--- config.mk ---
export PLATFORM = sky130hd
export DESIGN_NAME = display_sequencer
export DESIGN_NICKNAME = d
export VERILOG_FILES = /design/src/rtl/display_sequencer_pkg.sv /design/src/rtl/display_sequencer_seg7_encoder.sv /design/src/rtl/display_sequencer.sv
export SDC_FILE = /design/constraint.sdc
export NUM_CORES = 1
export LEC_CHECK = 0
export CORE_UTILIZATION = 47
export DETAILED_ROUTE_END_ITERATION = 7
export PLACE_DENSITY = 0.76
export SLEW_MARGIN = 10
export SYNTH_ARGS = -nofsm -noshare
export SYNTH_HDL_FRONTEND = slang
export SYNTH_SLANG_ARGS = --single-unit
--- constraint.sdc ---
create_clock -name clk -period 2.55 [get_ports clk]
set_input_delay 0.3825 -clock clk [delete_from_list [all_inputs] [get_ports clk]]
set_output_delay 0.3825 -clock clk [all_outputs]
set_load 0.05 [all_outputs]
--- src/rtl/display_sequencer_pkg.sv ---
// Shared types for the display sequencer: BCD date/time record, page enum, segment constants
// and the page-to-digit layout used by the top level.
package display_sequencer_pkg;

   typedef logic [3:0] bcd_t;

   typedef enum logic [1:0] {
      PAGE_TIME = 2'd0,
      PAGE_DATE = 2'd1,
      PAGE_YEAR = 2'd2,
      PAGE_SEC  = 2'd3
   } page_t;

   localparam logic [6:0] SEG_BLANK = 7'h7F;
   localparam logic [6:0] SEG_DASH  = 7'h3F;

   typedef struct packed {
      bcd_t [1:0] hour;
      bcd_t [1:0] minute;
      bcd_t [1:0] second;
      bcd_t [1:0] day;
      bcd_t [1:0] month;
      bcd_t       day_of_week;
      bcd_t [1:0] year;
   } date_time_t;

   localparam int DT_W = $bits(date_time_t);

   typedef struct packed {
      logic blank;
      bcd_t val;
   } digit_t;

   function automatic digit_t bcd_dig(bcd_t v);
      return '{blank: 1'b0, val: v};
   endfunction

   // Digit idx of an 8-digit page, idx 7 being the leftmost.
   function automatic digit_t page_digit(date_time_t dt, page_t pg, logic [2:0] idx);
      digit_t row [8];
      for (int i = 0; i < 8; i++) row[i] = '{blank: 1'b1, val: 4'h0};
      case (pg)
         PAGE_TIME: begin
            row[7] = bcd_dig(dt.hour[1]);   row[6] = bcd_dig(dt.hour[0]);
            row[5] = bcd_dig(dt.minute[1]); row[4] = bcd_dig(dt.minute[0]);
            row[3] = bcd_dig(dt.second[1]); row[2] = bcd_dig(dt.second[0]);
         end
         PAGE_DATE: begin
            row[7] = bcd_dig(dt.day[1]);    row[6] = bcd_dig(dt.day[0]);
            row[5] = bcd_dig(dt.month[1]);  row[4] = bcd_dig(dt.month[0]);
            row[3] = bcd_dig(4'd0);         row[2] = bcd_dig(dt.day_of_week);
         end
         PAGE_YEAR: begin
            row[7] = bcd_dig(4'd2);         row[6] = bcd_dig(4'd0);
            row[5] = bcd_dig(dt.year[1]);   row[4] = bcd_dig(dt.year[0]);
            row[3] = bcd_dig(dt.month[1]);  row[2] = bcd_dig(dt.month[0]);
         end
         default: begin
            row[7] = bcd_dig(dt.second[1]); row[6] = bcd_dig(dt.second[0]);
         end
      endcase
      return row[idx];
   endfunction

endpackage

--- src/rtl/display_sequencer_seg7_encoder.sv ---
// BCD digit to active-low 7-segment pattern (bit 0 = a ... bit 6 = g); combinational.
// Values above 9 show a dash, the blank flag turns every segment off.
module seg7_encoder
   import display_sequencer_pkg::*;
(
   input  logic [3:0] bcd,
   input  logic       blank,
   output logic [6:0] seg
);

   always_comb begin
      seg = SEG_DASH;
      if (blank) begin
         seg = SEG_BLANK;
      end else begin
         case (bcd)
            4'd0:    seg = 7'h40;
            4'd1:    seg = 7'h79;
            4'd2:    seg = 7'h24;
            4'd3:    seg = 7'h30;
            4'd4:    seg = 7'h19;
            4'd5:    seg = 7'h12;
            4'd6:    seg = 7'h02;
            4'd7:    seg = 7'h78;
            4'd8:    seg = 7'h00;
            4'd9:    seg = 7'h10;
            default: seg = SEG_DASH;
         endcase
      end
   end

endmodule

--- src/rtl/display_sequencer.sv ---
// Multi-page 7-segment display sequencer (manual / auto-rotate, DCF77 sync); hex is registered one
// cycle after each clk_en snapshot. Optional error blink via `DISPLAY_SEQUENCER_BLINK_EN.
module display_sequencer
   import display_sequencer_pkg::*;
#(
   parameter int NUM_DIGITS  = 4,
   parameter int DWELL_TICKS = 300,
   parameter int BLINK_TICKS = 50
) (
   input  logic                    clk,
   input  logic                    reset_n,
   input  logic                    clk_en,
   input  logic                    mode_auto,
   input  logic [1:0]              page_sel,
   input  logic                    sync,
   input  logic                    error,
   input  logic [DT_W-1:0]         date_time,
   output logic [NUM_DIGITS*7-1:0] hex,
   output logic [1:0]              page
);

   localparam int DW = $clog2(DWELL_TICKS);
   localparam logic [DW-1:0] DWELL_LAST = DW'(DWELL_TICKS - 1);

   logic                    mode_meta_q, mode_meta_d, mode_s_q, mode_s_d;
   logic [1:0]              sel_meta_q, sel_meta_d, sel_s_q, sel_s_d;
   page_t                   page_q, page_d;
   logic [DW-1:0]           dwell_q, dwell_d;
   logic                    pend_q, pend_d;
   date_time_t              snap_q, snap_d;
   logic                    upd_q, upd_d;
   logic [NUM_DIGITS*7-1:0] hex_q, hex_d;
   logic [NUM_DIGITS*7-1:0] seg_w;
   logic                    blink_off;

   always_comb begin
      mode_meta_d = mode_auto;
      mode_s_d    = mode_meta_q;
      sel_meta_d  = page_sel;
      sel_s_d     = sel_meta_q;
      page_d      = page_q;
      dwell_d     = dwell_q;
      pend_d      = pend_q;
      upd_d       = clk_en;
      snap_d      = clk_en ? date_time_t'(date_time) : snap_q;
      hex_d       = upd_q ? seg_w : hex_q;
      if (!mode_s_q) begin
         pend_d = 1'b0;
         if (clk_en) begin
            page_d  = page_t'(sel_s_q);
            dwell_d = '0;
         end
      end else if (clk_en) begin
         // a sync arriving on the tick itself counts as pending, and beats a dwell wrap
         if (sync || pend_q) begin
            page_d  = PAGE_TIME;
            dwell_d = '0;
            pend_d  = 1'b0;
         end else if (dwell_q == DWELL_LAST) begin
            page_d  = page_t'(page_q + 2'd1);
            dwell_d = '0;
         end else begin
            dwell_d = dwell_q + 1'b1;
         end
      end else if (sync) begin
         pend_d = 1'b1;
      end
   end

   always_ff @(posedge clk or negedge reset_n) begin
      if (!reset_n) begin
         mode_meta_q <= 1'b0;
         mode_s_q    <= 1'b0;
         sel_meta_q  <= 2'd0;
         sel_s_q     <= 2'd0;
         page_q      <= PAGE_TIME;
         dwell_q     <= '0;
         pend_q      <= 1'b0;
         snap_q      <= '0;
         upd_q       <= 1'b0;
         hex_q       <= {NUM_DIGITS{SEG_BLANK}};
      end else begin
         mode_meta_q <= mode_meta_d;
         mode_s_q    <= mode_s_d;
         sel_meta_q  <= sel_meta_d;
         sel_s_q     <= sel_s_d;
         page_q      <= page_d;
         dwell_q     <= dwell_d;
         pend_q      <= pend_d;
         snap_q      <= snap_d;
         upd_q       <= upd_d;
         hex_q       <= hex_d;
      end
   end

`ifdef DISPLAY_SEQUENCER_BLINK_EN
   localparam int BW = $clog2(BLINK_TICKS + 1);
   localparam logic [BW-1:0] BLINK_LAST = BW'(BLINK_TICKS - 1);

   logic [BW-1:0] blink_cnt_q, blink_cnt_d;
   logic          blink_ph_q, blink_ph_d;

   always_comb begin
      blink_cnt_d = blink_cnt_q;
      blink_ph_d  = blink_ph_q;
      if (!error) begin
         blink_cnt_d = '0;
         blink_ph_d  = 1'b0;
      end else if (clk_en) begin
         if (blink_cnt_q == BLINK_LAST) begin
            blink_cnt_d = '0;
            blink_ph_d  = ~blink_ph_q;
         end else begin
            blink_cnt_d = blink_cnt_q + 1'b1;
         end
      end
   end

   always_ff @(posedge clk or negedge reset_n) begin
      if (!reset_n) begin
         blink_cnt_q <= '0;
         blink_ph_q  <= 1'b0;
      end else begin
         blink_cnt_q <= blink_cnt_d;
         blink_ph_q  <= blink_ph_d;
      end
   end

   assign blink_off = blink_ph_q;
`else
   logic unused_error;
   assign unused_error = error;
   assign blink_off    = 1'b0;
`endif

   // Only the most-significant NUM_DIGITS digits of the 8-digit page are driven.
   for (genvar i = 0; i < NUM_DIGITS; i++) begin : g_dig
      digit_t dig;
      assign dig = page_digit(snap_q, page_q, 3'(8 - NUM_DIGITS + i));
      seg7_encoder u_enc (
         .bcd   (dig.val),
         .blank (dig.blank | blink_off),
         .seg   (seg_w[i*7 +: 7])
      );
   end

   assign hex  = hex_q;
   assign page = page_q;

endmodule
==> impl_results.html <==
<table>
<tr><th>Metric</th><th>Value</th></tr>
<tr><th colspan="2">Cells and area</th></tr>
<tr><td>Sequential cell area</td><td>0.002415 mm²</td></tr>
<tr><td>Total non-filler cell area in the finished layout</td><td>0.006057 mm²</td></tr>
<tr><td>Combined area of the multi-input logic cells</td><td>0.002166 mm²</td></tr>
<tr><td>Number of nets at the end of the flow</td><td>595</td></tr>
<tr><td>Proportion of layout cells with a drive suffix above 1</td><td>27.17%</td></tr>
<tr><td>Area Overhead vs Synth</td><td>28.03%</td></tr>
<tr><td>N_diodes</td><td>0</td></tr>
<tr><td>Filler cells</td><td>790</td></tr>
<tr><td>Share of the core filled with cells</td><td>61.97%</td></tr>
<tr><th colspan="2">Yosys</th></tr>
<tr><td>Share of synthesized cell area in full adder, half adder and majority cells</td><td>5.554%</td></tr>
<tr><td>Area leader, netlist</td><td>sky130_fd_sc_hd__dfrtp_1</td></tr>
<tr><td>Share of the synthesized netlist area taken by xor and xnor gates</td><td>0.7405%</td></tr>
<tr><td>Fraction of synthesized area in multiplexers</td><td>13.12%</td></tr>
<tr><td>Most repeated cell in the gate-level netlist after synthesis</td><td>sky130_fd_sc_hd__dfrtp_1</td></tr>
<tr><td>Post-synthesis simple-gate area fraction</td><td>10.08%</td></tr>
<tr><td>Post-Syn Area per Cell</td><td>11.32 µm²</td></tr>
<tr><td>Total nets after synthesis</td><td>499</td></tr>
<tr><td>Leading cell types by total area after synthesis</td><td>sky130_fd_sc_hd__dfrtp_1, sky130_fd_sc_hd__dfstp_2, sky130_fd_sc_hd__mux2_2</td></tr>
<tr><td>Fraction of post-synthesis cell area in the top cell type by area</td><td>35.44%</td></tr>
<tr><td>Post-synthesis cell type count</td><td>56</td></tr>
<tr><td>Combinational family with the most area after synthesis</td><td>compound AO/OA/AOI/OAI gates</td></tr>
<tr><td>Number of warning messages in the yosys log</td><td>0</td></tr>
<tr><td>Most frequently used flop master after synthesis</td><td>sky130_fd_sc_hd__dfrtp_1</td></tr>
<tr><td>Compound-cell area share of the yosys netlist</td><td>15.37%</td></tr>
<tr><td>Post-synthesis sequential area ratio</td><td>50.99%</td></tr>
<tr><td>Syn Std Cell Area</td><td>0.004731 mm²</td></tr>
<tr><td>Synthesized instance count</td><td>418</td></tr>
<tr><td>Register bit count reported by yosys</td><td>95</td></tr>
<tr><td>Share of synthesized registers carrying an async set or reset</td><td>100.0%</td></tr>
<tr><td>Ranking of synthesized cells by instance count</td><td>sky130_fd_sc_hd__dfrtp_1, sky130_fd_sc_hd__mux2_2, sky130_fd_sc_hd__nor2_1</td></tr>
<tr><td>Number of enable-type register cells in the synthesized netlist</td><td>0</td></tr>
<tr><th colspan="2">Critical path</th></tr>
<tr><td>Worst R2R Start</td><td>page[1]$_DFFE_PN0P_</td></tr>
<tr><td>Reg2reg end</td><td>hex[5]$_DFFE_PN1P_</td></tr>
<tr><td>Endpoint required time on the critical path</td><td>2830 ps</td></tr>
<tr><td>Flop-to-flop setup slack</td><td>80 ps</td></tr>
<tr><td>Slowest library cell on the worst path</td><td>sky130_fd_sc_hd__a222oi_1</td></tr>
<tr><td>Kind of end point of the critical path</td><td>flip-flop</td></tr>
<tr><td>Register-to-Register Path Depth</td><td>10</td></tr>
<tr><td>Crit Path Category</td><td>reg -&gt; reg</td></tr>
<tr><td>Startpoint class of the critical path</td><td>flip-flop</td></tr>
<tr><td>CP Max Fanout</td><td>11</td></tr>
<tr><td>Data arrival at the endpoint of the critical path</td><td>2760 ps</td></tr>
<tr><td>Largest incremental delay on the critical path</td><td>460 ps</td></tr>
<tr><td>Crit path cell chain</td><td>inv_1, ha_1, buf_4, a222oi_1, nor2_1, buf_4, ha_1, o21ai_2, a21oi_1, o32a_1</td></tr>
<tr><th colspan="2">Global route</th></tr>
<tr><td>Combined global-route utilization of all metal layers</td><td>21.25%</td></tr>
<tr><td>Wire length of the first global-routing pass</td><td>17130 µm</td></tr>
<tr><td>Pin count of the biggest net entering global routing</td><td>47</td></tr>
<tr><td>Number of antenna violations at the first check in global routing</td><td>0</td></tr>
<tr><td>Total congestion overflow</td><td>0</td></tr>
<tr><td>Via count of the first global-routing pass</td><td>3531</td></tr>
<tr><th colspan="2">Routing</th></tr>
<tr><td>Vias after detailed routing</td><td>3584</td></tr>
<tr><td>Residual DRC count</td><td>0</td></tr>
<tr><td>First-pass detailed-route iteration total</td><td>4</td></tr>
<tr><td>Iteration-0 DRC count of the detailed router</td><td>198</td></tr>
<tr><td>Post-detailed-route wirelength per cell</td><td>15.97 µm</td></tr>
<tr><td>Total wirelength of the detailed-routed design</td><td>10410 µm</td></tr>
<tr><td>Average via count per standard cell</td><td>5.497</td></tr>
<tr><td>Number of nets with antenna violations after detailed routing</td><td>0</td></tr>
<tr><th colspan="2">Clock network</th></tr>
<tr><td>Later-pin clock latency in the skew report</td><td>350 ps</td></tr>
<tr><td>Hold-fix buffer count after cts</td><td>0</td></tr>
<tr><td>Total clock buffers created by CTS</td><td>9</td></tr>
<tr><td>Clock transition time at the flip-flop clock pins of the worst setup and hold paths</td><td>100 ps</td></tr>
<tr><td>Clk buf depth</td><td>2</td></tr>
<tr><td>Clock tree root driver cell</td><td>sky130_fd_sc_hd__clkbuf_8</td></tr>
<tr><td>Clock tree from TritonCTS</td><td>done</td></tr>
<tr><td>Total number of clock tree sinks</td><td>95</td></tr>
<tr><td>H-tree depth</td><td>3</td></tr>
<tr><th colspan="2">STA</th></tr>
<tr><td>Final period util</td><td>97.04%</td></tr>
<tr><td>Final Hold Slack</td><td>11.04 ps</td></tr>
<tr><td>Worst clock skew</td><td>13.25 ps</td></tr>
<tr><td>Top achievable clock speed</td><td>404.1 MHz</td></tr>
<tr><td>Time the final worst path needs with I/O delays and setup</td><td>2475 ps</td></tr>
<tr><td>Measured slew at the worst slew-check pin</td><td>566.9 ps</td></tr>
<tr><td>Number of max-slew violations in the final report</td><td>0</td></tr>
<tr><td>Count of endpoints failing setup in the final report</td><td>0</td></tr>
<tr><td>Worst slew margin relative to its limit</td><td>62.21%</td></tr>
<tr><td>Number of failing hold endpoints at the final stage</td><td>0</td></tr>
<tr><th colspan="2">Floorplanning</th></tr>
<tr><td>I/O pin total</td><td>90</td></tr>
<tr><td>Initial core utilization</td><td>48.40%</td></tr>
<tr><td>Core Rows</td><td>36</td></tr>
<tr><td>Die extent in y</td><td>102.3 µm</td></tr>
<tr><td>Area of the core region</td><td>0.009774 mm²</td></tr>
<tr><td>Overall die area</td><td>0.01047 mm²</td></tr>
<tr><td>Die X-Extent</td><td>102.3 µm</td></tr>
<tr><th colspan="2">Run status</th></tr>
<tr><td>Status</td><td>completed</td></tr>
<tr><th colspan="2">Power</th></tr>
<tr><td>Total leakage power</td><td>2.543 nW</td></tr>
<tr><td>PwrDens</td><td>915.1 mW/mm²</td></tr>
<tr><td>Worst voltage drop across the vdd grid</td><td>0.4208 mV</td></tr>
<tr><td>Total Power Consumption</td><td>5.543 mW</td></tr>
<tr><th colspan="2">Run</th></tr>
<tr><td>Maximum Capacitance Violations</td><td>0</td></tr>
<tr><th colspan="2">Worst hold path</th></tr>
<tr><td>Type of the tightest min-delay check</td><td>in -&gt; async</td></tr>
<tr><th colspan="2">Placed design</th></tr>
<tr><td>Post-DP Area</td><td>0.005797 mm²</td></tr>
<tr><td>Weighted congestion at the end of routability-driven global placement</td><td>0.8497</td></tr>
<tr><td>Half-perimeter wire length after placement</td><td>7566 µm</td></tr>
<tr><td>Total of buffers placed on input and output ports</td><td>84</td></tr>
</table>
## through the flow
| step | setup TNS [ps] | setup slack (ps) | std cells |
|---|---|---|---|
| final | 0 | 75.44 | 652 |
| after global routing | -77.56 | -54.18 | 652 |
| after CTS | 0 | 69.61 | 649 |
| after detailed placement | 0 | 19.71 | 633 |
| after global placement | 0 | 114.7 | 633 |
| after floorplan | 0 | 8.974 | 418 |
## cell type report
class / count / share of cell area [%]
Sequential cell: 95 / 39.87
Multi-Input combinational cell: 276 / 35.76
Timing Repair Buffer: 110 / 16.98
Tap cell: 133 / 2.747
Clock buffer: 11 / 2.334
Inverter: 22 / 1.363
Clock inverter: 5 / 0.9502
## state kept, by name (all words and copies together), names as in the netlist
name / flops
dwell_q: 9
hex: 28
mode_meta_q: 1
mode_s_q: 1
page: 2
pend_q: 1
sel_meta_q: 2
sel_s_q: 2
snap_q: 48
upd_q: 1
## worst max-delay path, delay by kind of cell, from the launching register on
| kind | cells | cell delay, ps |
|---|---|---|
| buf+inv | 3 | 450 |
| fa+ha+maj | 2 | 410 |
| compound gates | 4 | 1020 |
| simple gates | 1 | 100 |
| flops | 1 | 420 |
## cell usage in the layout, fill, tap and decap left out, drive strengths merged, types with 3 or more instances in the layout
cell type / n
inv: 22
a22o: 4
ha: 21
nor3: 7
o21a: 5
clkbuf: 11
nand2b: 4
nor2b: 7
a41o: 3
nand2: 21
nand4: 4
o22ai: 6
a222oi: 8
mux2: 53
dfrtp: 67
o211ai: 3
buf: 28
xnor2: 4
o21ai: 14
or2: 6
a221oi: 5
clkdlybuf4s50: 82
nand3: 7
a21oi: 20
nor2: 31
dfstp: 28
a22oi: 6
## cells by family after synthesis
kind of cell / Yosys count
flops: 95
mux: 55
compound gates: 98
xor+xnor: 4
simple gates: 98
buf+inv: 47
fa+ha+maj: 21
## routing by layer
layer	GRT usage, %	share of wire (%)
met1	29.90	46
met2	33.56	49
met3	3.488	4.3
met4	7.143	0.61
met5	0	0
## where the power goes
group | switching (mW) | internal, mW | leakage (nW) | total (mW)
clock | 0.514 | 0.480 | 0.0932 | 0.993
sequential | 0.185 | 1.92 | 1.10 | 2.10
combinational | 1.47 | 0.978 | 1.35 | 2.45
total | 2.17 | 3.37 | 2.54 | 5.54
## how the worst max path moves through the flow
| stage | from | depth (start not counted) | endpoint | slack (ps) |
|---|---|---|---|---|
| floorplan | page[1]$_DFFE_PN0P_ | 11 | hex[4]$_DFFE_PN1P_ | 9 |
| finish | page[1]$_DFFE_PN0P_ | 10 | hex[5]$_DFFE_PN1P_ | 80 |
| global route | page[1]$_DFFE_PN0P_ | 10 | hex[5]$_DFFE_PN1P_ | -50 |
| CTS | page[1]$_DFFE_PN0P_ | 10 | hex[5]$_DFFE_PN1P_ | 70 |
| global placement | page[0]$_DFFE_PN0P_ | 10 | hex[18]$_DFFE_PN1P_ | 110 |
| detailed placement | page[0]$_DFFE_PN0P_ | 10 | hex[18]$_DFFE_PN1P_ | 20 |
## repair_timing
action	in CTS	in global routing
hold endpoints to repair	0	0
buffers inserted	0	3
setup endpoints to repair	1	4
gates resized for setup	1	8
pin swaps	0	2
Note: power is estimated with default switching activity, not from simulation.
